## config.mk

```make
export PLATFORM = sky130hd
export DESIGN_NAME = frida_conv_sched
export DESIGN_NICKNAME = d
export VERILOG_FILES = /design/src/rtl/frida_conv_sched.sv
export SDC_FILE = /design/constraint.sdc
export NUM_CORES = 1
export LEC_CHECK = 0
export ABC_CLOCK_PERIOD_IN_PS = 6300
export CORE_AREA = 3 3 130 82
export CTS_CLUSTER_SIZE = 14
export DETAILED_ROUTE_END_ITERATION = 10
export DIE_AREA = 0 0 133 85
export DONT_BUFFER_PORTS = 1
export GPL_TIMING_DRIVEN = 0
export PLACE_DENSITY = 0.6
export SLEW_MARGIN = 40
export SYNTH_ARGS = -nofsm -noshare
export SYNTH_HDL_FRONTEND = slang
export SYNTH_SLANG_ARGS = --single-unit
```

## constraint.sdc

```tcl
create_clock -name clk -period 6.3 [get_ports clk]
set_input_delay 1.26 -clock clk [delete_from_list [all_inputs] [get_ports clk]]
set_output_delay 1.26 -clock clk [all_outputs]
set_load 0.02 [all_outputs]
```

## src/rtl/frida_conv_sched.sv

```systemverilog
// FRIDA SAR ADC conversion scheduler: sequences INIT/SAMP/CMP/LOGIC strobes
// across a 16-channel ADC array with programmable phase lengths.
module frida_conv_sched #(
  parameter int NBITS = 8,
  parameter int CW    = 8
) (
  input  logic          clk,
  input  logic          rst,
  input  logic          start,
  input  logic          stop,
  input  logic          cont,
  input  logic [15:0]   adc_en,
  input  logic [CW-1:0] t_init,
  input  logic [CW-1:0] t_samp,
  input  logic [CW-1:0] t_cmp,
  input  logic [CW-1:0] t_logic,
  output logic          seq_init,
  output logic          seq_samp,
  output logic          seq_cmp,
  output logic          seq_logic,
  output logic [3:0]    mux_sel,
  output logic          busy,
  output logic          conv_done,
  output logic [3:0]    bit_idx
);

  typedef enum logic [2:0] {
    IDLE,
    INIT,
    SAMP,
    CMP,
    LOGIC,
    NEXT
  } state_t;

  localparam logic [CW-1:0] ONE = CW'(1);
  localparam logic [3:0] TOP_BIT = 4'(NBITS - 1);

  state_t        state, state_n;
  logic [CW-1:0] cnt, cnt_n;
  logic [3:0]    bit_n, mux_n;
  logic          stop_flag, stop_n;
  logic          load;
  logic [CW-1:0] sh_init, sh_samp, sh_cmp, sh_logic;
  logic          sh_cont;
  logic [15:0]   above;
  logic          has_above;
  logic          stop_seen;

  function automatic logic [3:0] low_bit(input logic [15:0] v);
    low_bit = 4'd0;
    for (int i = 15; i >= 0; i--) begin
      if (v[i]) low_bit = 4'(i);
    end
  endfunction

  // enabled channels strictly above the current one, and any pending stop
  always_comb begin
    above     = adc_en & ~((16'd2 << mux_sel) - 16'd1);
    has_above = |above;
    stop_seen = stop_flag | stop;
  end

  // next-state, phase counter, bit index and channel pointer
  always_comb begin
    state_n = state;
    cnt_n   = cnt;
    bit_n   = bit_idx;
    mux_n   = mux_sel;
    load    = 1'b0;
    stop_n  = stop_flag | ((state != IDLE) & stop);
    unique case (state)
      IDLE: begin
        if (start && (adc_en != 16'd0)) begin
          state_n = INIT;
          cnt_n   = t_init;
          mux_n   = low_bit(adc_en);
          load    = 1'b1;
        end
      end
      INIT: begin
        if (cnt == '0) begin
          state_n = SAMP;
          cnt_n   = sh_samp;
        end else begin
          cnt_n = cnt - ONE;
        end
      end
      SAMP: begin
        if (cnt == '0) begin
          state_n = CMP;
          cnt_n   = sh_cmp;
          bit_n   = TOP_BIT;
        end else begin
          cnt_n = cnt - ONE;
        end
      end
      CMP: begin
        if (cnt == '0) begin
          state_n = LOGIC;
          cnt_n   = sh_logic;
        end else begin
          cnt_n = cnt - ONE;
        end
      end
      LOGIC: begin
        if (cnt == '0) begin
          if (bit_idx == 4'd0) begin
            state_n = NEXT;
          end else begin
            state_n = CMP;
            cnt_n   = sh_cmp;
            bit_n   = bit_idx - 4'd1;
          end
        end else begin
          cnt_n = cnt - ONE;
        end
      end
      NEXT: begin
        if (stop_seen || (adc_en == 16'd0) ||
            (!sh_cont && !has_above)) begin
          state_n = IDLE;
        end else begin
          state_n = INIT;
          cnt_n   = sh_init;
          mux_n   = has_above ? low_bit(above) : low_bit(adc_en);
        end
      end
      default: state_n = IDLE;
    endcase
    if (state_n == IDLE) stop_n = 1'b0;
  end

  // state, datapath and registered strobes
  always_ff @(posedge clk) begin
    if (rst) begin
      state     <= IDLE;
      cnt       <= '0;
      bit_idx   <= 4'd0;
      mux_sel   <= 4'd0;
      stop_flag <= 1'b0;
      sh_init   <= '0;
      sh_samp   <= '0;
      sh_cmp    <= '0;
      sh_logic  <= '0;
      sh_cont   <= 1'b0;
      seq_init  <= 1'b0;
      seq_samp  <= 1'b0;
      seq_cmp   <= 1'b0;
      seq_logic <= 1'b0;
      busy      <= 1'b0;
      conv_done <= 1'b0;
    end else begin
      state     <= state_n;
      cnt       <= cnt_n;
      bit_idx   <= bit_n;
      mux_sel   <= mux_n;
      stop_flag <= stop_n;
      if (load) begin
        sh_init  <= t_init;
        sh_samp  <= t_samp;
        sh_cmp   <= t_cmp;
        sh_logic <= t_logic;
        sh_cont  <= cont;
      end
      seq_init  <= (state_n == INIT);
      seq_samp  <= (state_n == SAMP);
      seq_cmp   <= (state_n == CMP);
      seq_logic <= (state_n == LOGIC);
      busy      <= (state_n != IDLE);
      conv_done <= (state_n == NEXT);
    end
  end

endmodule

```

==> results.ini <==
[status]
status = finished, final reports clean

[setup_path]
critical_path_class = reg -> reg
start_kind = register
crit_arrival_ps = 4070
worst_setup_path_end_kind = register
cp.required_ps = 6490
cpMostUsedCell = buf_2
crit_family = compound AO/OA/AOI/OAI gates
cp_cell_sequence = buf_2 -> buf_2 -> nor2_1 -> nand3b_1 -> ha_1 -> buf_2 -> or3b_1 -> a21oi_1 -> o211ai_2 -> nor4_4 -> a21boi_2 -> o21bai_1 -> nor3_1
crit_buf_inv = 3
cp_slowest_cell = nor4_4
worstPathMaxFanout = 10
slowest_delay_ps = 490

[clocking]
numCtsBuffers = 9
numClockSinks = 59
cts_setup_buffers = 0
ctsHoldBuffers = 0
root_buffer = clkbuf_16
htree_num_levels = 3
clk_pin_slew_ps = 50
cts_tree = built
ctsResizeCount = 0
cts_buffer_depth = 2
clkLatencyLatePin_ps = 330

[detailed_routing]
routed_via_density = 5.84
wire_per_inst_um = 17.8
num_vias = 3833
drc = 0
first_pass_iters = 5
wirelength_um = 11700
dr.first_iter.drc_count = 475
ant_nets = 0

[global_route]
grt_max_degree = 11
overflow = 0
antenna_found_initial = 0
track_usage_pct = 21.1
first_global_vias = 3500
grt_pass1_wl_um = 18800

[timing]
fin_crit_sh_pct = 61.6
tns_ps = 0
tightestPinTransition_ps = 767
fin_ws_ps = 2420
period_needed_ps = 3880
slew_headroom_pct = 48.9
hold_violations = 0
max_freq_mhz = 258
rsz0062_at_grt = no
setup_viol_count_final = 0
skew_ps = 6.87
drv_slew = 0

[synth]
synth_area_per_cell_um2 = 7.47
synthTopCellsByArea = dfxtp_1, a21oi_1, nand2_1
syn_inst = 505
synth_top_cell_area_share_pct = 31.3
syn-num-nets = 562
synthFlopType = dfxtp_1
syn_area_um2 = 3770
ys_ff_latch = 59
synth_edf_count = 0
yosys_warnings = 0
synth-seq-area-share_pct = 31.3
ys_types = 73
async_flop_share_pct = 0
yosysTopAreaCell = dfxtp_1

[layout]
multi_input_area_um2 = 2370
seqCellArea_um2 = 1180
design_area_um2 = 4220
mostFrequentLayoutCells = nand2_1, a21oi_1, dfxtp_1
syn_to_final_growth_pct = 11.9
mostFrequentLayoutCell = nand2_1
instances_no_fill = 656
drive_gt1_share_pct = 9.98
nFillCells = 977
antenna_cells = 0
layout.nets = 573

[floorplan]
die_h_um = 85
die_x_um = 133
initial_core_util_pct = 39.1
num_rows = 28
die-area_um2 = 11300
io-pin-count = 67
core_area_um2 = 9630

[place]
port_buffers = 0
gp_congestion = 0.925
pre_cts_ws_ps = 2500
placedCellCount = 640
place_area_um2 = 3950
post-dp-hpwl_um = 9130

[hold_path]
hold_class = reg -> reg

[run]
cap_violations = 0

[power]
ir_worst_vdd_mv = 0.159
leakage_nw = 1.48
finalPower_mw = 1.19
power.density_nw_per_um2 = 283

[where the power goes]
part           leakage (nW)  internal (mW)  switching, mW
Combinational         0.870          0.116          0.197
Clock                 0.130          0.287          0.159
Sequential            0.484          0.406         0.0297
Total                  1.48          0.809          0.385
[worst min-delay path, delay by kind of cell, from the launching register on]
family / cells / cell delay, ps
AOI/OAI and AO/OA: 1 / 50
DFF: 1 / 300
and+or+nand+nor: 1 / 50
[kinds of logic after synthesis]
| kind of cell | count (synthesis) | synth area share, % |
|---|---|---|
| AO/OA/AOI/OAI | 173 | 31.2 |
| flip-flops | 59 | 31.3 |
| AND/OR/NAND/NOR | 205 | 26.7 |
| buffers and inverters | 50 | 5.87 |
| XOR/XNOR | 7 | 1.63 |
| adder cells (fa/ha/maj) | 4 | 1.33 |
| multiplexers | 7 | 1.89 |
[cell usage after synthesis, types with 3 or more instances]
master	n
nand2_1	98
a21oi_1	75
dfxtp_1	59
nor2_1	37
o21ai_0	25
clkbuf_1	17
inv_1	14
nor3_1	11
nor2b_1	10
buf_2	9
a211oi_2	8
a222oi_1	8
nand3_1	8
a211oi_1	7
or4_1	7
mux2i_1	6
buf_1	5
ha_1	4
o211ai_1	4
o22ai_1	4
o31ai_1	4
xnor2_1	4
a2111oi_0	3
a311oi_1	3
and2_1	3
buf_6	3
nand3b_1	3
nor4_1	3
o31a_1	3
or3_1	3
xor2_1	3
[stage by stage]
step	hold WS (ps)	utilization (%)
floorplan	432	-
global placement	442	40.9
detailed placement	449	41.0
CTS	456	43.8
global route	474	43.8
finish	456	43.8
[sequential cells by signal (all words and copies together), names as in the netlist]
signal,flops
sh_cont,1
sh_logic,8
sh_samp,8
stop_flag,1
bit_idx,4
seq_init,1
cnt,8
seq_logic,1
state,3
busy,1
mux_sel,4
sh_cmp,8
conv_done,1
sh_init,8
seq_cmp,1
seq_samp,1
[path summary, 6_finish.rpt]
kind,to,depth (start not counted),slack (ps),start
min,sh_init[1],2,460,sh_init[1]
max,seq_init,13,2420,mux_sel[1]
max reg2reg,seq_init,13,2420,mux_sel[1]
min reg2reg,sh_init[1],2,460,sh_init[1]
[layout make-up]
class | instances | share of cell area (%)
buffer | 34 | 3.82
clock buffer | 15 | 6.34
clock inverter | 1 | 0.178
inverter | 16 | 1.42
multi-input combinational | 396 | 56.3
sequential | 59 | 28.0
tap | 135 | 4.00
[layer usage]
metal	wire length (um)	GRT usage, %	share of wire (%)	vias to the layer above
li1	-	-	-	1860
met3	1360	10.3	12	9
met1	5830	31.2	50	1816
met5	0	0	0	-
met2	4410	26.9	38	148
met4	95	4.62	0.81	0
Power figures use the tool's default switching activity.
==> RTL change 1 (same settings) <==
Set the parameter `NBITS` to 6 (it was 8).
--- a/src/rtl/frida_conv_sched.sv
+++ b/src/rtl/frida_conv_sched.sv
@@ -3,3 +3,3 @@
 module frida_conv_sched #(
-  parameter int NBITS = 8,
+  parameter int NBITS = 6,
   parameter int CW    = 8
Behaviour: not the same (a bounded check fails within 4 cycles, from zero or initial values and one cycle with rst high).
==> RTL change 1 against the unedited design <==
Total power up 4.8%; hold slack better by 0.00085 ns; sequential cell count unchanged; first-iteration DRC count down 21%; area after synthesis down 1.1%; design area about the same; worst setup slack worse by 0.45 ns; wire length up 1.8%.
==> RTL change 1: results (changes against the unedited design) <==
Logic synthesis
  • Compound-Gate Fraction of Synth Area: 29.4% (-1.8 points)
  • Number of enable flip-flop cells after synthesis: 0 (unchanged)
  • Yosys cell types: 69 (-5.5%)
  • Largest cells by area after synthesis: dfxtp_1, nand2_1, a21oi_1, o21ai_0, nor2_1
  • Post-Synth Adder-Cell Area: 1.34% (+0.014 points)
  • Net count after synthesis: 565 (+0.53%)
  • Sequential area share after synthesis: 31.7% (+0.34 points)
  • Mux cell area share after synthesis: 2.72% (+0.83 points)
  • Post-Synth XOR/XNOR Area: 1.88% (+0.25 points)
  • Synthesized area per cell: 7.34 sq um (-1.6%)
  • Predominant post-synthesis flop cell: dfxtp_1
  • Most frequent cells after synthesis: nand2_1, a21oi_1, dfxtp_1

Route
  • Met3 routed wirelength: 1060 microns (-22%)
  • Drt total wl: 11900 microns (+1.8%)
  • M1 wire length: 6290 microns (+7.9%)
  • DR WL met2: 4450 microns (+1.1%)
  • First DRT Iteration DRCs: 376 (-21%)
  • DR vias: 3774 (-1.5%)

Worst hold path
  • Hold wc startpoint: sh_samp[6]$_SDFFE_PP0P_

Cells and area
  • Final nets: 576 (+0.52%)
  • Share of layout cells above drive strength 1: 9.18% (-0.80 points)
  • Fin cells: 658 (+0.30%)
  • Area Overhead vs Synth: 13.2%
  • Filler instances: 1017 (+4.1%)

Global route
  • First-pass GRT wire length: 18600 microns (-0.80%)
  • M2 GR Usage: 26.6% (-0.28 points)
  • GR Util All Layers: 21.1% (about the same)
  • GR Layer Usage met3: 9.36% (-0.95 points)
  • Initial antenna violation count: 0 (unchanged)
  • Vias in the first global route: 3434 (-1.9%)
  • Met1 Usage GRT: 32.1% (+0.83 points)

Setup path
  • Top Family by Delay on Critical Path: compound AO/OA/AOI/OAI gates
  • Critical R2R Capture: stop_flag$_SDFF_PP0_
  • Worst reg2reg path depth: 14 (+1)
  • CP startpoint: mux_sel[3]$_SDFFE_PP0P_
  • Slowest cell on the critical path: o311ai_0
  • Critical Path AT: 4.53 ns (+0.46 ns)
  • Worst setup path category: reg -> reg
  • CP peak stage delay: 0.59 ns (+0.10 ns)

Placed design
  • Placed Area: 3910 sq um (-0.86%)
  • Final HPWL DP: 9080 microns (-0.52%)
  • Placed cells: 643 (+0.47%)
  • Place WS: 2.01 ns (-0.492 ns)
  • Gp weighted congestion: 0.932 (+0.68%)

Clock network
  • Setup bufs post-CTS: 0 (unchanged)
  • Root Buffer: clkbuf_16
  • CTS Buf Count: 9 (unchanged)

Pwr
  • Switching pwr: 397 uW (+3.1%)
  • Pleak: 0.00149 uW (+0.56%)
  • Worst VDD drop: 0.000146 V (-7.9%)
  • Comb pwr share: 24.3% (-1.9 points)

Timing
  • Hold WS: 0.457 ns (+0.000847 ns)
  • Worst Skew: 0.00801 ns (+0.00114 ns)
  • Worst-margin pin slew: 0.785 ns (+0.0183 ns)
  • Min Tclk post-route: 4.34 ns (+0.453 ns)

Status
  • Status: finished, final reports clean
==> RTL change 1: area by class of cell <==
class	count	area share, %
Tap cell	135	4.00
Inverter	18	1.60
Clock inverter	3	1.10
Sequential cell	59	28.0
Multi-Input combinational cell	395	55.1
Clock buffer	12	6.31
Buffer	36	3.91
==> RTL change 1: how the worst min path moves through the flow <==
stage,end,depth (start not counted)
3_5_place_dp,sh_cmp[7]$_SDFFE_PP0P_,2
5_1_grt,sh_samp[7]$_SDFFE_PP0P_,2
3_3_place_gp,sh_logic[1]$_SDFFE_PP0P_,2
6_report,sh_samp[6]$_SDFFE_PP0P_,2
4_1_cts,sh_cmp[7]$_SDFFE_PP0P_,2
2_1_floorplan,sh_init[5]$_SDFFE_PP0P_,2
==> RTL change 1: power groups by stage <==
stage	Clock, uW	Combinational, uW	Sequential, uW
2_1_floorplan	0	228	434
3_3_place_gp	0	289	442
3_5_place_dp	0	295	443
4_1_cts	515	297	436
5_1_grt	538	337	439
6_report	511	305	436
==> RTL change 2 (same settings) <==
Made on the original files. Put one more register stage on the output `seq_logic`, cleared by the reset. The value now appears one clock later. The other outputs are not delayed to match.
--- a/src/rtl/frida_conv_sched.sv
+++ b/src/rtl/frida_conv_sched.sv
@@ -37,2 +37,4 @@
   localparam logic [3:0] TOP_BIT = 4'(NBITS - 1);
+
+  logic seq_logic_s0;
 
@@ -149,3 +151,3 @@
       seq_cmp   <= 1'b0;
-      seq_logic <= 1'b0;
+      seq_logic_s0 <= 1'b0;
       busy      <= 1'b0;
@@ -168,3 +170,3 @@
       seq_cmp   <= (state_n == CMP);
-      seq_logic <= (state_n == LOGIC);
+      seq_logic_s0 <= (state_n == LOGIC);
       busy      <= (state_n != IDLE);
@@ -174,2 +176,10 @@
 
+  always_ff @(posedge clk) begin
+    if (rst) begin
+      seq_logic <= '0;
+    end else begin
+      seq_logic <= seq_logic_s0;
+    end
+  end
+
 endmodule
Function: changed (Yosys sat finds a counterexample within 10 cycles, from zero or initial values and one cycle with rst high).
==> RTL change 2 against the unedited design <==
Utilization grew 0.38 points; wire length rose by 9.0%; design area grew 0.86%; total power grew 7.1%; count of clock-buffer cells in the layout shrank 5; area after synthesis increased by 0.63%; worst setup slack better by 0.072 ns; sequential cell count up 1; critical path depth shrank 1; critical endpoint is now busy$_SDFF_PP0_.
==> RTL change 2: results (changes against the unedited design) <==
Pwr
  • Worst VDD drop: 0.000131 V (-17%)
  • Pleak: 0.00149 uW (+0.65%)

Placed design
  • Placed Area: 3960 sq um (+0.44%)
  • Gp weighted congestion: 0.973 (+5.1%)
  • Final HPWL DP: 9930 microns (+8.8%)

Clock network
  • Maximum clock path buffer count: 2 (unchanged)
  • Setup bufs post-CTS: 0 (unchanged)
  • Clock Latency Late Sink: 0.34 ns

Logic synthesis
  • Post-Synth Adder-Cell Area: 0.989% (-0.34 points)
  • Most frequent cells after synthesis: nand2_1, a21oi_1, dfxtp_1
  • Predominant post-synthesis flop cell: dfxtp_1
  • Compound-Gate Fraction of Synth Area: 30.5% (-0.76 points)
  • Sequential area share after synthesis: 31.7% (+0.33 points)
  • Largest cells by area after synthesis: dfxtp_1, nand2_1, a21oi_1, nor2_1, o21ai_0
  • Net count after synthesis: 574 (+2.1%)
  • Post-Synth XOR/XNOR Area: 1.15% (-0.47 points)
  • Yosys cell types: 72 (-1.4%)
  • Mux cell area share after synthesis: 1.12% (-0.77 points)

Global route
  • GR Util All Layers: 22.7% (+1.6 points)
  • First-pass GRT wire length: 19900 microns (+5.7%)
  • Pin count of the biggest net entering global routing: 12 (+1)
  • Vias in the first global route: 3582 (+2.3%)

Setup path
  • Critical Path AT: 4.00 ns (-0.07 ns)
  • CP startpoint: mux_sel[2]$_SDFFE_PP0P_
  • Slowest cell on the critical path: dfxtp_1
  • CP peak stage delay: 0.51 ns (+0.02 ns)
  • Top Family by Delay on Critical Path: simple AND/OR/NAND/NOR gates

Cells and area
  • Register area: 1200 sq um (+1.7%)
  • Share of layout cells above drive strength 1: 8.80% (-1.2 points)
  • Filler instances: 1004 (+2.8%)

Worst hold path
  • Worst min path class: reg -> reg
  • Hold wc startpoint: seq_logic_s0$_SDFF_PP0_

Route
  • Pre-antenna DRT Iters: 6 (+1)
  • Vias per Instance: 5.99 (+2.6%)
  • First DRT Iteration DRCs: 367 (-23%)
  • DR WL/cell: 19.0 microns (+6.8%)

Status
  • Status: finished, final reports clean

Timing
  • Worst-margin pin slew: 0.702 ns (-0.0642 ns)
  • Worst Skew: 0.00675 ns (-0.000123 ns)
## RTL change 2: cell count changes after synthesis, moves of 5 or more
cell      delta
a22oi_1      +8
nor3_1       +5
a211oi_2     -8
a21oi_1      -9
a222oi_1     -7
nand2b_1    +10
a311oi_1     +6
a221oi_1     +5
## RTL change 2: cell type report
class	count	area share (%)
Sequential cell	60	28.2
Buffer	35	3.94
Tap cell	135	3.97
Clock inverter	6	1.53
Clock buffer	10	5.38
Inverter	14	1.23
Multi-Input combinational cell	409	55.7
## RTL change 2: path summary, 6_finish.rpt
check / endpoint / slack [ns] / cells past startpoint
worst max-delay path: busy$_SDFF_PP0_ / 2.49 / 12
worst min-delay path: seq_logic$_SDFF_PP0_ / 0.44 / 1
worst min register to register: seq_logic$_SDFF_PP0_ / 0.44 / 1
worst max register to register: busy$_SDFF_PP0_ / 2.49 / 12
## RTL change 2: cell families after synthesis
kind of cell    after synthesis
xor+xnor                      5
mux                           4
simple gates                222
compound gates              175
buf+inv                      49
fa+ha+maj                     3
flops                        60
## RTL change 2: power by group
group | internal, uW | switching [uW]
logic | 125 | 225
clock network | 305 | 177
registers | 413 | 32.5
total | 844 | 435
## RTL change 2: stage by stage
step | hold WS [ns] | instances | worst slack [ns]
6_report | 0.442 | 669 | 2.49
5_1_grt | 0.467 | 669 | 2.25
4_1_cts | 0.452 | 669 | 2.62
3_5_place_dp | 0.440 | 653 | 2.54
3_3_place_gp | 0.426 | 653 | 2.58
2_1_floorplan | 0.414 | 518 | 3.16
## RTL change 2: metal layers
metal  global-route usage (%)  vias to the layer above  wire length (microns)
li1                         -                     1908                      -
met1                     35.3                     1874                   6310
met2                     27.2                      207                   4640
met3                     10.2                       20                   1620
met4                     5.38                        0                    168
met5                        0                        -                      0
